==> src/rtl/me_search_ctrl.sv <==
// me_search_ctrl
// Sequencer for the full-search motion estimation datapath. A start pulse launches a raster
// scan (row by row, X fastest) of every candidate displacement in the MV_MIN..MV_MAX window.
// Each candidate is handed to the SAD datapath with a one-cycle request. The result is awaited
// and compared against the running minimum.
//
// Ports:
//   clock      in   system clock, rising edge
//   reset      in   synchronous, active-high
//   start      in   search request, honoured only in IDLE or DONE
//   sad_req    out  one-cycle pulse: evaluate cand_x/cand_y
//   cand_x     out  candidate X displacement, 4-bit two's complement
//   cand_y     out  candidate Y displacement, 4-bit two's complement
//   sad_done   in   datapath result strobe, only looked at in WAIT
//   sad_val    in   SAD for the last requested candidate
//   BestDist   out  minimum SAD found so far / final result
//   motionX    out  X displacement of BestDist
//   motionY    out  Y displacement of BestDist
//   completed  out  search finished and results stable (masked by start)
//   busy       out  high in ISSUE, WAIT and UPDATE
module me_search_ctrl #(
  parameter bit EARLY_EXIT = 1'b1,
  parameter int MV_MIN     = -8,
  parameter int MV_MAX     = 7
) (
  input  logic       clock,
  input  logic       reset,
  input  logic       start,
  output logic       sad_req,
  output logic [3:0] cand_x,
  output logic [3:0] cand_y,
  input  logic       sad_done,
  input  logic [7:0] sad_val,
  output logic [7:0] BestDist,
  output logic [3:0] motionX,
  output logic [3:0] motionY,
  output logic       completed,
  output logic       busy
);

  localparam logic [3:0] MvMin = 4'(MV_MIN);
  localparam logic [3:0] MvMax = 4'(MV_MAX);

  typedef enum logic [2:0] {
    StIdle,
    StIssue,
    StWait,
    StUpdate,
    StDone
  } state_e;

  state_e state_q, state_d;

  logic [3:0] cand_x_q, cand_x_d;
  logic [3:0] cand_y_q, cand_y_d;
  logic [7:0] sad_q, sad_d;
  logic [7:0] best_q, best_d;
  logic [3:0] mvx_q, mvx_d;
  logic [3:0] mvy_q, mvy_d;
  logic       first_q, first_d;
  logic       done_q, done_d;

  logic       last_cand;
  logic       zero_hit;
  logic       take;
  logic       search_end;

  // Decision terms used in UPDATE. The sampled SAD is compared, not the live sad_val bus.
  always_comb begin
    last_cand  = (cand_x_q == MvMax) && (cand_y_q == MvMax);
    zero_hit   = EARLY_EXIT && (sad_q == 8'd0);
    // Strict compare keeps the raster-first candidate on ties. first_q forces the very first
    // result in even when it equals the 8'hFF start value.
    take       = first_q || (sad_q < best_q);
    search_end = zero_hit || last_cand;
  end

  // ---------------------------------------------------------------------------------------------
  // FSM: state register
  // ---------------------------------------------------------------------------------------------
  always_ff @(posedge clock) begin
    if (reset) begin
      state_q <= StIdle;
    end else begin
      state_q <= state_d;
    end
  end

  // ---------------------------------------------------------------------------------------------
  // FSM: next-state logic
  // ---------------------------------------------------------------------------------------------
  always_comb begin
    state_d = state_q;
    unique case (state_q)
      StIdle, StDone: begin
        if (start) begin
          state_d = StIssue;
        end
      end
      StIssue: begin
        state_d = StWait;
      end
      StWait: begin
        // No timeout: the datapath is trusted to answer eventually.
        if (sad_done) begin
          state_d = StUpdate;
        end
      end
      StUpdate: begin
        state_d = search_end ? StDone : StIssue;
      end
      default: begin
        state_d = StIdle;
      end
    endcase
  end

  // ---------------------------------------------------------------------------------------------
  // FSM: outputs
  // ---------------------------------------------------------------------------------------------
  always_comb begin
    sad_req   = (state_q == StIssue);
    busy      = (state_q == StIssue) || (state_q == StWait) || (state_q == StUpdate);
    // Masked so a restart pulse never coincides with a stale completion indication.
    completed = done_q && !start;
    cand_x    = cand_x_q;
    cand_y    = cand_y_q;
    BestDist  = best_q;
    motionX   = mvx_q;
    motionY   = mvy_q;
  end

  // ---------------------------------------------------------------------------------------------
  // Datapath next-state
  // ---------------------------------------------------------------------------------------------
  always_comb begin
    cand_x_d = cand_x_q;
    cand_y_d = cand_y_q;
    sad_d    = sad_q;
    best_d   = best_q;
    mvx_d    = mvx_q;
    mvy_d    = mvy_q;
    first_d  = first_q;
    done_d   = done_q;

    unique case (state_q)
      StIdle, StDone: begin
        if (start) begin
          done_d   = 1'b0;
          best_d   = 8'hFF;
          first_d  = 1'b1;
          cand_x_d = MvMin;
          cand_y_d = MvMin;
        end
      end
      StWait: begin
        if (sad_done) begin
          sad_d = sad_val;
        end
      end
      StUpdate: begin
        if (take) begin
          best_d = sad_q;
          mvx_d  = cand_x_q;
          mvy_d  = cand_y_q;
        end
        first_d = 1'b0;
        if (search_end) begin
          done_d = 1'b1;
        end else if (cand_x_q == MvMax) begin
          // End of row: back to the left edge, one row down.
          cand_x_d = MvMin;
          cand_y_d = cand_y_q + 4'd1;
        end else begin
          cand_x_d = cand_x_q + 4'd1;
        end
      end
      default: begin
      end
    endcase
  end

  // ---------------------------------------------------------------------------------------------
  // Datapath registers
  // ---------------------------------------------------------------------------------------------
  always_ff @(posedge clock) begin
    if (reset) begin
      cand_x_q <= 4'h8;
      cand_y_q <= 4'h8;
      sad_q    <= 8'd0;
      best_q   <= 8'hFF;
      mvx_q    <= 4'h0;
      mvy_q    <= 4'h0;
      first_q  <= 1'b0;
      done_q   <= 1'b0;
    end else begin
      cand_x_q <= cand_x_d;
      cand_y_q <= cand_y_d;
      sad_q    <= sad_d;
      best_q   <= best_d;
      mvx_q    <= mvx_d;
      mvy_q    <= mvy_d;
      first_q  <= first_d;
      done_q   <= done_d;
    end
  end

endmodule

==> config.mk <==
export PLATFORM = sky130hd
export DESIGN_NAME = me_search_ctrl
export DESIGN_NICKNAME = d
export VERILOG_FILES = /design/src/rtl/me_search_ctrl.sv
export SDC_FILE = /design/constraint.sdc
export NUM_CORES = 1
export LEC_CHECK = 0
export CORE_MARGIN = 5
export CORE_UTILIZATION = 54
export DETAILED_ROUTE_END_ITERATION = 8
export MAX_ROUTING_LAYER = met4
export PLACE_DENSITY = 0.93
export REMOVE_ABC_BUFFERS = 1
export SLEW_MARGIN = 20
export SYNTH_ARGS = -nofsm -noshare
export SYNTH_HDL_FRONTEND = slang
export SYNTH_SLANG_ARGS = --single-unit
==> constraint.sdc <==
create_clock -name clock -period 3.8 [get_ports clock]
set_input_delay 1.14 -clock clock [delete_from_list [all_inputs] [get_ports clock]]
set_output_delay 1.14 -clock clock [all_outputs]
set_load 0.05 [all_outputs]
; ---- Word-level counts from Yosys, hierarchy flattened
; Cells that the tools add are included.
[word_totals]
register_bits = 37
in_bits = 12
output_inout_bits = 27
wordCells = 62
[op_classes]
n_addsub = 2
order_cmp = 1
eq_ne = 12
n_mux = 19
reduce_logical = 19
[op_table]
columns = op, count
row1 = 2-to-1 mux 4 bit, 5
row2 = 2-to-1 mux 8 bit, 2
row3 = case mux 4 bit (2 select lines), 2
row4 = case mux 8 bit (2 select lines), 1
row5 = != test 2 bit (second input constant), 6
row6 = case mux 3 bit (4 select lines), 1
row7 = 2-to-1 mux 3 bit, 3
row8 = AND reduction 3 bit, 3
row9 = adder 4 x 1 -> 4 bit (second input constant), 2
row10 = == test 4 x 3 -> 1 bit (second input constant), 2
row11 = zero test 8 bit, 1
row12 = < comparator 8 bit, 1
row13 = AND reduction 2 bit, 4
row14 = == test 3 x 2 -> 1 bit (second input constant), 2
row15 = logical OR 1 bit, 4
row16 = case mux 1 bit (2 select lines), 2
row17 = AND reduction 4 bit, 1
row18 = == test 3 x 1 -> 1 bit (second input constant), 1
row19 = == test 3 bit (second input constant), 1
row20 = zero test 3 bit, 1
row21 = 2-to-1 mux 1 bit, 3
row22 = logical AND 1 bit, 2
row23 = nonzero test 2 bit, 1
row24 = OR reduction 2 bit, 1
row25 = zero test 1 bit, 1

; ---- Logic depth before layout (Yosys ltp)
; Gate-level depths: netlist of the first run.
[logic_depth]
depth_word = 5
depth_mapped = 7
mapped_depth_nobuf = 6

; ---- Least setup slack after synthesis of the first run
; No wires, ideal clock.
[synth_path]
path_kind = input port to output port
startpoint = input port start
endpoint = output port completed
arrival_time_ns = 1.829
t_required_ns = 2.660
slack_ns = 0.831
cell_stages = 1
n_path_buf = 0
cell_sequence = nor2b_1
[synth_via]
elab_chain_len = 2
[synth_lines]
columns = item, line
row1 = "start, declared", 28  ; input logic start,
row2 = zero test 1 bit, 125  ; completed = done_q && !start;
row3 = logical AND 1 bit, 125
row4 = "end, declared", 37  ; output logic completed,
; Every way passes these cells.

; ---- Worst setup path in the final report of the first run
; Ends and elaborated chain as after synthesis.

==> results of run 1 <==
## layout by cell type, fill, tap and decap left out, drive strengths merged, types with 3 or more instances in the layout
cell type and instances:
clkbuf 7, o2111ai 3, nand2 22, nor3 15, nand3 6, clkdlybuf4s50 37
nor3b 4, ha 9, dfxtp 37, o21ai 5, buf 3, inv 9
mux2i 26, nor2 23, a21oi 8
## Yosys cell counts (2+ instances only)
cell type	count
nand2_1	22
nand3b_1	2
nor2b_1	2
nand2b_1	2
and3b_1	2
buf_4	3
inv_1	9
mux2i_1	26
nand3_1	6
o21ai_0	3
or4_4	2
nor2_1	23
o2111ai_1	3
nor3b_1	3
or3_1	2
a21oi_1	7
nor3_1	14
clkbuf_1	7
ha_1	9
dfxtp_1	37
a211oi_1	2
## worst max-delay path by stage
stage | from | to | slack (ns) | cells past startpoint
2_1_floorplan | start | completed | 0.83 | 1
3_3_place_gp | start | completed | 0.66 | 3
3_5_place_dp | start | completed | 0.66 | 3
4_1_cts | start | completed | 0.66 | 3
5_1_grt | state_q[0] | busy | 0.54 | 3
6_report | start | completed | 0.67 | 3
## per-stage QoR
stage,total power (W),setup WS (ns),cells
after floorplan,0.000627,0.831,194
after global placement,0.000710,0.664,280
after detailed placement,0.000718,0.658,280
after CTS,0.000954,0.660,288
after global routing,0.000998,0.544,288
final,0.000950,0.666,288
## state kept, by name, summed over array words and instances, names as in the netlist
register / count
cand_y: 4
motionY: 4
done_q: 1
cand_x: 4
motionX: 4
first_q: 1
BestDist: 8
state_q: 3
sad_q: 8
## worst reg2reg max path: cells and delay by family (launching register included)
| kind | cells | cell delay [ns] |
|---|---|---|
| mux | 1 | 0.27 |
| flops | 1 | 0.38 |
| compound gates | 3 | 1.02 |
| fa+ha+maj | 1 | 0.30 |
| buf+inv | 1 | 0.06 |
## final cells by class
| type | count | area [µm²] | area share |
|---|---|---|---|
| Inverter | 9 | 33.8 | 0.0145 |
| Timing Repair Buffer | 40 | 405 | 0.174 |
| Tap cell | 46 | 57.6 | 0.0247 |
| Sequential cell | 37 | 741 | 0.317 |
| Clock buffer | 7 | 65.1 | 0.0279 |
| Clock inverter | 1 | 5.00 | 0.00214 |
| Multi-Input combinational cell | 148 | 1030 | 0.440 |
## logic make-up after synthesis
family,after synthesis,share of synthesized area
simple gates,83,0.222
buf+inv,20,0.0504
flops,37,0.398
compound gates,29,0.125
fa+ha+maj,9,0.0605
xor+xnor,1,0.00471
mux,26,0.140
## power by group through the flow
stage	sequential [W]	clock [W]	combinational [W]
after floorplan	0.000486	0	0.000141
after CTS	0.000444	0.000243	0.000267
final	0.000444	0.000239	0.000267
after detailed placement	0.000452	0	0.000266
after global routing	0.000448	0.000263	0.000287
after global placement	0.000450	0	0.000260
## routing by layer
| layer | global-route usage | part of all wire | vias up |
|---|---|---|---|
| met5 | - | 0 | - |
| met4 | 0.0657 | 0.0066 | 0 |
| li1 | - | - | 799 |
| met1 | 0.234 | 0.43 | 746 |
| met3 | 0.0551 | 0.051 | 3 |
| met2 | 0.340 | 0.51 | 39 |
==> flow_metrics.py, run 1 <==
metrics = {
    "route": {
        "drc_errors": 0,
        "viasPerCell": 5.51,
        "wl_um": 4120,
        "wl_per_cell_um": 14.3,
        "ant_nets": 0,
        "vias": 1587,
        "initialDrtViolationCount": 124,
        "dr.pass1.iters": 4,
    },
    "sta": {
        "setup_viol": 0,
        "fin_skew_ns": 0.0126,
        "period_needed_ns": 3.13,
        "rsz0062_at_grt": "false",
        "finalMaxSlewViolations": 0,
        "finalCritPeriodShare": 0.825,
        "tns_ns": 0,
        "whs_ns": 0.462,
        "relSlewSlack": 0.425,
        "worst_pin_slew_ns": 0.858,
        "max_freq_ghz": 0.319,
        "finalHoldViolations": 0,
    },
    "yosys": {
        "avgSynthCellArea_um2": 9.08,
        "synth_top_area_share": 0.398,
        "synth.largest_area_cell": "dfxtp_1",
        "yosys-top-cells-area": "dfxtp_1 40%, mux2i_1 14%, ha_1 6.0%",
        "ys_warn_count": 0,
        "async_flop_share": 0,
        "yosysSeqAreaShare": 0.398,
        "synth.distinct_cells": 40,
        "syn_area_um2": 1860,
        "synth_edf_count": 0,
        "ys_ff_latch": 37,
        "synthCells": 205,
        "synthFlopType": "dfxtp_1",
    },
    "critical_path": {
        "end_kind": "primary output",
        "crit_buf_inv": 2,
        "reg2reg_depth": 6,
        "reg2reg_to": "BestDist[4]",
        "cp_slowest_cell": "clkdlybuf4s50_1",
        "worst-path-max-fanout": 5,
        "critPathKind": "input port to primary output",
        "max_stage_delay_ns": 0.46,
        "worstReg2RegStart": "BestDist[5]",
        "crit_family": "buffers and inverters",
        "cp.required_ns": 2.66,
        "worstPathArrival_ns": 1.99,
        "path_cells": "clkdlybuf4s50_1, nor2b_1, buf_12",
        "reg2reg_slack_ns": 1.71,
        "start_kind": "input port",
    },
    "cts": {
        "cts_buffer_depth": 2,
        "numCtsBuffers": 5,
        "htree_num_levels": 2,
        "cts_resized": 0,
        "clkLatencyLatePin_ns": 0.35,
        "cts_tree": "yes",
        "clock_sinks": 37,
        "clkTransAtPathRegs_ns": 0.11,
        "cts-root-buf": "clkbuf_4",
        "cts_setup_buffers": 0,
        "postCtsHoldBufs": 0,
    },
    "global_routing": {
        "overflow": 0,
        "antenna_found_initial": 0,
        "gr-usage-all-layers": 0.202,
        "grt_pass1_vias": 1601,
        "grt_pass1_wl_um": 7110,
        "grt_max_degree": 35,
    },
    "final_layout": {
        "syn2layout_area_growth_pct": 25.4,
        "drive_gt1_frac": 0.0826,
        "final_util": 0.700,
        "n_antenna_cell": 0,
        "fill_cells": 284,
        "nets": 262,
        "stdcell_area_um2": 2330,
    },
    "power_and_ir_drop": {
        "swShare": 0.346,
        "intPower_w": 0.000622,
        "p_sw_w": 0.000328,
        "power_leakage_nw": 0.941,
        "p_per_area_nw_per_um2": 407,
        "seqPwrFrac": 0.468,
        "ir_drop_uv": 243,
        "power_frac_clock": 0.252,
        "power_frac_comb": 0.281,
    },
    "floorplan": {
        "row_count": 21,
        "die-width_um": 68.7,
        "initial_core_util": 0.558,
        "core_area_um2": 3340,
        "ios": 39,
        "dieArea_um2": 4720,
        "die_h_um": 68.7,
    },
    "outcome": {
        "status": "completed",
    },
    "hold_path": {
        "hold_path.class": "flip-flop to flip-flop",
        "hold_path_startpoint": "motionY[1]",
        "min_to": "motionY[1]",
        "min_path_cells": 2,
    },
    "job": {
        "drv_cap": 0,
    },
    "placed_design": {
        "portBuffers": 38,
        "hpwl_um": 3000,
        "post_dp_cell_area_um2": 2260,
        "place.gp.congestion": 0.809,
    },
}
Note: power is estimated with default switching activity, not from simulation.
==> run 2, diff against run 1 <==
--- a/config.mk
+++ b/config.mk
@@ -6,10 +6,10 @@
 export NUM_CORES = 1
 export LEC_CHECK = 0
 export CORE_MARGIN = 5
-export CORE_UTILIZATION = 54
+export CORE_UTILIZATION = 50
 export DETAILED_ROUTE_END_ITERATION = 8
 export MAX_ROUTING_LAYER = met4
-export PLACE_DENSITY = 0.93
+export PLACE_DENSITY = 0.87
 export REMOVE_ABC_BUFFERS = 1
 export SLEW_MARGIN = 20
 export SYNTH_ARGS = -nofsm -noshare
==> constraint.sdc (replaced) <==
create_clock -name clock -period 3 [get_ports clock]
set_input_delay 0.9 -clock clock [delete_from_list [all_inputs] [get_ports clock]]
set_output_delay 0.9 -clock clock [all_outputs]
set_load 0.05 [all_outputs]
==> run 2 against run 1 <==
Clock-buffer cell count increased by 1. Sequential cell count is the same. Sequential share of layout area fell by 0.47 points. Final cell count increased by 1.7%. Non-clock buffer count up 3. Power is 29% higher. Global-route usage shrank 3.6 points. Critical path type is now flip-flop to primary output. Critical endpoint is now busy. Largest power group unchanged. Highest routed layer unchanged.
==> flow_metrics.py, run 2 (synthesized netlist as in run 1, its figures left out) <==
metrics = {
    "sta": {
        "setup_viol": 0,
        "rsz0062_at_grt": "false",
        "worst_pin_slew_ns": 0.739,
        "whs_ns": 0.462,
        "max_freq_ghz": 0.363,
        "finalCritPeriodShare": 0.917,
        "tns_ns": 0,
        "period_needed_ns": 2.75,
        "finalMaxSlewViolations": 0,
        "finalHoldViolations": 0,
        "fin_skew_ns": 0.00579,
        "relSlewSlack": 0.506,
    },
    "route": {
        "viasPerCell": 5.45,
        "dr.pass1.iters": 4,
        "initialDrtViolationCount": 134,
        "wl_per_cell_um": 13.0,
        "vias": 1596,
        "ant_nets": 0,
        "wl_um": 3820,
        "drc_errors": 0,
    },
    "global_routing": {
        "grt_max_degree": 20,
        "grt_pass1_vias": 1554,
        "grt_pass1_wl_um": 6580,
        "gr-usage-all-layers": 0.167,
        "overflow": 0,
        "antenna_found_initial": 0,
    },
    "power_and_ir_drop": {
        "ir_drop_uv": 230,
        "power_leakage_nw": 0.954,
        "swShare": 0.332,
        "power_frac_clock": 0.269,
        "p_sw_w": 0.000408,
        "seqPwrFrac": 0.456,
        "power_frac_comb": 0.275,
        "intPower_w": 0.000820,
        "p_per_area_nw_per_um2": 518,
    },
    "critical_path": {
        "worst-path-max-fanout": 8,
        "path_cells": "nor2_1, nor2_1, clkdlybuf4s50_1",
        "cp_slowest_cell": "clkdlybuf4s50_1",
        "start_kind": "flip-flop",
        "end_kind": "primary output",
        "worstPathArrival_ns": 1.85,
        "crit_top_cell": "nor2_1",
        "cp.required_ns": 2.10,
        "max_stage_delay_ns": 0.82,
        "critPathKind": "flip-flop to primary output",
    },
    "floorplan": {
        "row_count": 22,
        "die-width_um": 71.0,
        "core_area_um2": 3630,
        "dieArea_um2": 5040,
        "initial_core_util": 0.512,
        "die_h_um": 71.0,
        "ios": 39,
    },
    "placed_design": {
        "hpwl_um": 2860,
        "place.gp.congestion": 0.949,
        "portBuffers": 38,
    },
    "cts": {
        "cts_resized": 0,
        "cts_tree": "yes",
        "postCtsHoldBufs": 0,
        "clkLatencyLatePin_ns": 0.29,
        "cts-root-buf": "clkbuf_8",
        "clock_sinks": 37,
        "htree_num_levels": 2,
        "numCtsBuffers": 5,
        "cts_buffer_depth": 2,
        "clkTransAtPathRegs_ns": 0.07,
        "cts_setup_buffers": 0,
    },
    "job": {
        "drv_cap": 0,
    },
    "outcome": {
        "status": "completed",
    },
    "final_layout": {
        "layout_common_cells": "37 x dfxtp_1, 37 x clkdlybuf4s50_1, 26 x mux2i_1, 23 x nor2_1, 22 x nand2_1",
        "syn2layout_area_growth_pct": 27.3,
        "drive_gt1_frac": 0.0816,
        "multiInputGateArea_um2": 1030,
        "nets": 265,
        "n_antenna_cell": 0,
        "seq_area_um2": 741,
        "fill_cells": 322,
    },
    "hold_path": {
        "hold_path.class": "flip-flop to flip-flop",
    },
}
-- run 2: cell types whose count changed in the layout (fill, tap and decap cells not counted), sizes merged --
cell	previous run	this run
clkinv	1	0
buf	3	6
clkbuf	7	8
-- run 2: metrics by stage --
stage / instance area (µm²) / setup WS (ns) / std cells / utilization / total power [W]
finish: 2370 / 0.249 / 293 / 0.652 / 0.00123
global route: 2370 / 0.128 / 293 / 0.652 / 0.00130
CTS: 2370 / 0.242 / 293 / 0.652 / 0.00124
detailed placement: 2290 / 0.309 / 285 / 0.630 / 0.000908
global placement: 2290 / 0.338 / 285 / 0.630 / 0.000903
floorplan: 1800 / 0.473 / 194 / - / 0.000794
-- run 2: path summary, 6_finish.rpt --
path | startpoint | to | slack (ns) | depth (start not counted)
worst max register to register | BestDist[7] | BestDist[2] | 0.93 | 6
worst min register to register | motionY[3] | motionY[3] | 0.46 | 2
worst min-delay path | motionY[3] | motionY[3] | 0.46 | 2
worst max-delay path | state_q[0] | busy | 0.25 | 3
-- run 2: critical path: cells and delay by family (launching register included) --
| family | cells | cell delay (ns) |
|---|---|---|
| and+or+nand+nor | 2 | 0.27 |
| DFF | 1 | 0.48 |
| buffers and inverters | 1 | 0.82 |
-- run 2: power groups by stage --
stage | clock network, W | registers [W] | logic [W]
final | 0.000331 | 0.000560 | 0.000337
after global placement | 0 | 0.000570 | 0.000333
after global routing | 0.000369 | 0.000566 | 0.000364
after detailed placement | 0 | 0.000571 | 0.000338
after CTS | 0.000342 | 0.000560 | 0.000339
after floorplan | 0 | 0.000615 | 0.000178
-- run 2: layer usage --
metal | vias to the layer above | wire length [µm] | GRT usage | part of all wire
met5 | - | 0 | - | 0
met4 | 0 | 64 | 0.0689 | 0.017
met3 | 6 | 229 | 0.0540 | 0.060
met2 | 39 | 1780 | 0.274 | 0.47
met1 | 748 | 1750 | 0.186 | 0.46
li1 | 803 | - | - | -
-- run 2: layout make-up --
type                       instances  share of cell area
multi-input combinational        148               0.433
inverter                           9              0.0143
clock buffer                       8              0.0338
timing repair buffer              43               0.181
tap                               48              0.0253
sequential                        37               0.313
==> run 3, diff against run 2 <==
--- a/config.mk
+++ b/config.mk
@@ -6,10 +6,12 @@
 export NUM_CORES = 1
 export LEC_CHECK = 0
 export CORE_MARGIN = 5
-export CORE_UTILIZATION = 50
+export CORE_UTILIZATION = 45
+export CTS_CLUSTER_SIZE = 16
 export DETAILED_ROUTE_END_ITERATION = 8
+export HOLD_SLACK_MARGIN = 0.08
 export MAX_ROUTING_LAYER = met4
-export PLACE_DENSITY = 0.87
+export PLACE_DENSITY = 0.81
 export REMOVE_ABC_BUFFERS = 1
 export SLEW_MARGIN = 20
 export SYNTH_ARGS = -nofsm -noshare
==> run 3 against run 2 <==
Clock power is essentially flat. Die area grew 9.5%. First-iteration DRC count shrank 49%. Sequential share of layout area is essentially flat. Power grew 0.25%. Register-to-register slack is essentially flat. Global-route usage shrank 0.62 points. Wire length grew 2.0%. Critical endpoint unchanged. Fmax grew 0.52%.
==> flow_metrics.py, run 3 (synthesized netlist as in run 1, its figures left out) <==
metrics = {
    "sta": {
        "finalMaxSlewViolations": 0,
        "relSlewSlack": 0.519,
        "finalCritPeriodShare": 0.912,
        "finalHoldViolations": 0,
        "tns_ns": 0,
        "rsz0062_at_grt": "false",
        "max_freq_ghz": 0.365,
        "setup_viol": 0,
        "worst_pin_slew_ns": 0.719,
        "period_needed_ns": 2.74,
        "whs_ns": 0.456,
        "fin_skew_ns": 0.00698,
    },
    "final_layout": {
        "syn2layout_area_growth_pct": 27.2,
        "drive_gt1_frac": 0.0861,
        "layout_common_cells": "37 x dfxtp_1, 37 x clkdlybuf4s50_1, 26 x mux2i_1, 23 x nor2_1, 22 x nand2_1",
        "nets": 264,
        "n_antenna_cell": 0,
    },
    "power_and_ir_drop": {
        "power_leakage_nw": 0.955,
        "ir_drop_uv": 350,
        "p_per_area_nw_per_um2": 520,
    },
    "route": {
        "wl_met3_um": 199,
        "initialDrtViolationCount": 68,
        "wl_met1_um": 1790,
        "dr_wl_met2_um": 1840,
        "top_layer": "met4",
        "vias": 1573,
        "drc_errors": 0,
        "wl_um": 3890,
        "dr.pass1.iters": 4,
        "wl_per_cell_um": 13.2,
        "viasPerCell": 5.35,
        "ant_nets": 0,
    },
    "cts": {
        "postCtsHoldBufs": 0,
        "cts_buffer_depth": 2,
        "cts_resized": 0,
        "clkLatencyLatePin_ns": 0.29,
        "cts_setup_buffers": 0,
        "htree_num_levels": 2,
        "numCtsBuffers": 5,
        "cts-root-buf": "clkbuf_8",
        "clock_sinks": 37,
        "cts_tree": "yes",
        "clkTransAtPathRegs_ns": 0.07,
    },
    "global_routing": {
        "grt_max_degree": 35,
        "grt_pass1_wl_um": 6580,
        "gr-usage-all-layers": 0.160,
        "grt_pass1_vias": 1446,
        "overflow": 0,
        "antenna_found_initial": 0,
    },
    "floorplan": {
        "dieArea_um2": 5520,
        "initial_core_util": 0.465,
        "ios": 39,
        "core_area_um2": 4000,
        "row_count": 23,
        "die-width_um": 74.3,
        "die_h_um": 74.3,
    },
    "placed_design": {
        "portBuffers": 38,
        "place.gp.congestion": 0.899,
        "hpwl_um": 2870,
    },
    "critical_path": {
        "cp.required_ns": 2.10,
        "critPathKind": "flip-flop to primary output",
        "worst-path-max-fanout": 8,
        "start_kind": "flip-flop",
        "worstPathArrival_ns": 1.84,
        "end_kind": "primary output",
    },
    "job": {
        "drv_cap": 0,
    },
    "hold_path": {
        "hold_path.class": "flip-flop to flip-flop",
    },
    "outcome": {
        "status": "completed",
    },
}
## run 3: worst paths after layout
check             slack [ns]   startpoint          to  cells after the start
hold / removal          0.46   motionY[1]  motionY[1]                      2
hold reg to reg         0.46   motionY[1]  motionY[1]                      2
setup / recovery        0.26   state_q[0]        busy                      3
setup reg to reg        0.93  BestDist[5]  motionX[0]                      6
## run 3: critical path, stage by stage (launching register included)
cell and delay [ns]:
dfxtp_1 0.49, nor2_1 0.14, nor2_1 0.10, clkdlybuf4s50_1 0.81
## run 3: power by group
group	switching [W]	total, W	internal, W
clock network	0.000173	0.000334	0.000161
registers	0.0000381	0.000561	0.000523
logic	0.000205	0.000336	0.000131
total	0.000416	0.00123	0.000815
## run 3: per-layer routing
metal / vias up / global-route usage
met2: 36 / 0.254
met5: - / -
met4: 0 / 0.0711
met3: 7 / 0.0446
met1: 720 / 0.190
li1: 810 / -
## run 3: final cells by class
class                   count  area [µm²]
flip-flops and latches     37         741
fillers                   366        1630
clock buffers               6        72.6
inverters                   9        33.8
repair buffers             42         420
multi-input cells         148        1030
well taps                  50        62.6
clock inverters             2        10.0
## run 3: through the flow
step	setup WS (ns)	cells	area (µm²)	util	total power (W)
5_1_grt	0.162	294	2370	0.592	0.00130
3_5_place_dp	0.329	286	2280	0.571	0.000910
6_report	0.263	294	2370	0.592	0.00123
2_1_floorplan	0.473	194	1800	-	0.000794
3_3_place_gp	0.343	286	2280	0.571	0.000904
4_1_cts	0.252	294	2370	0.592	0.00124
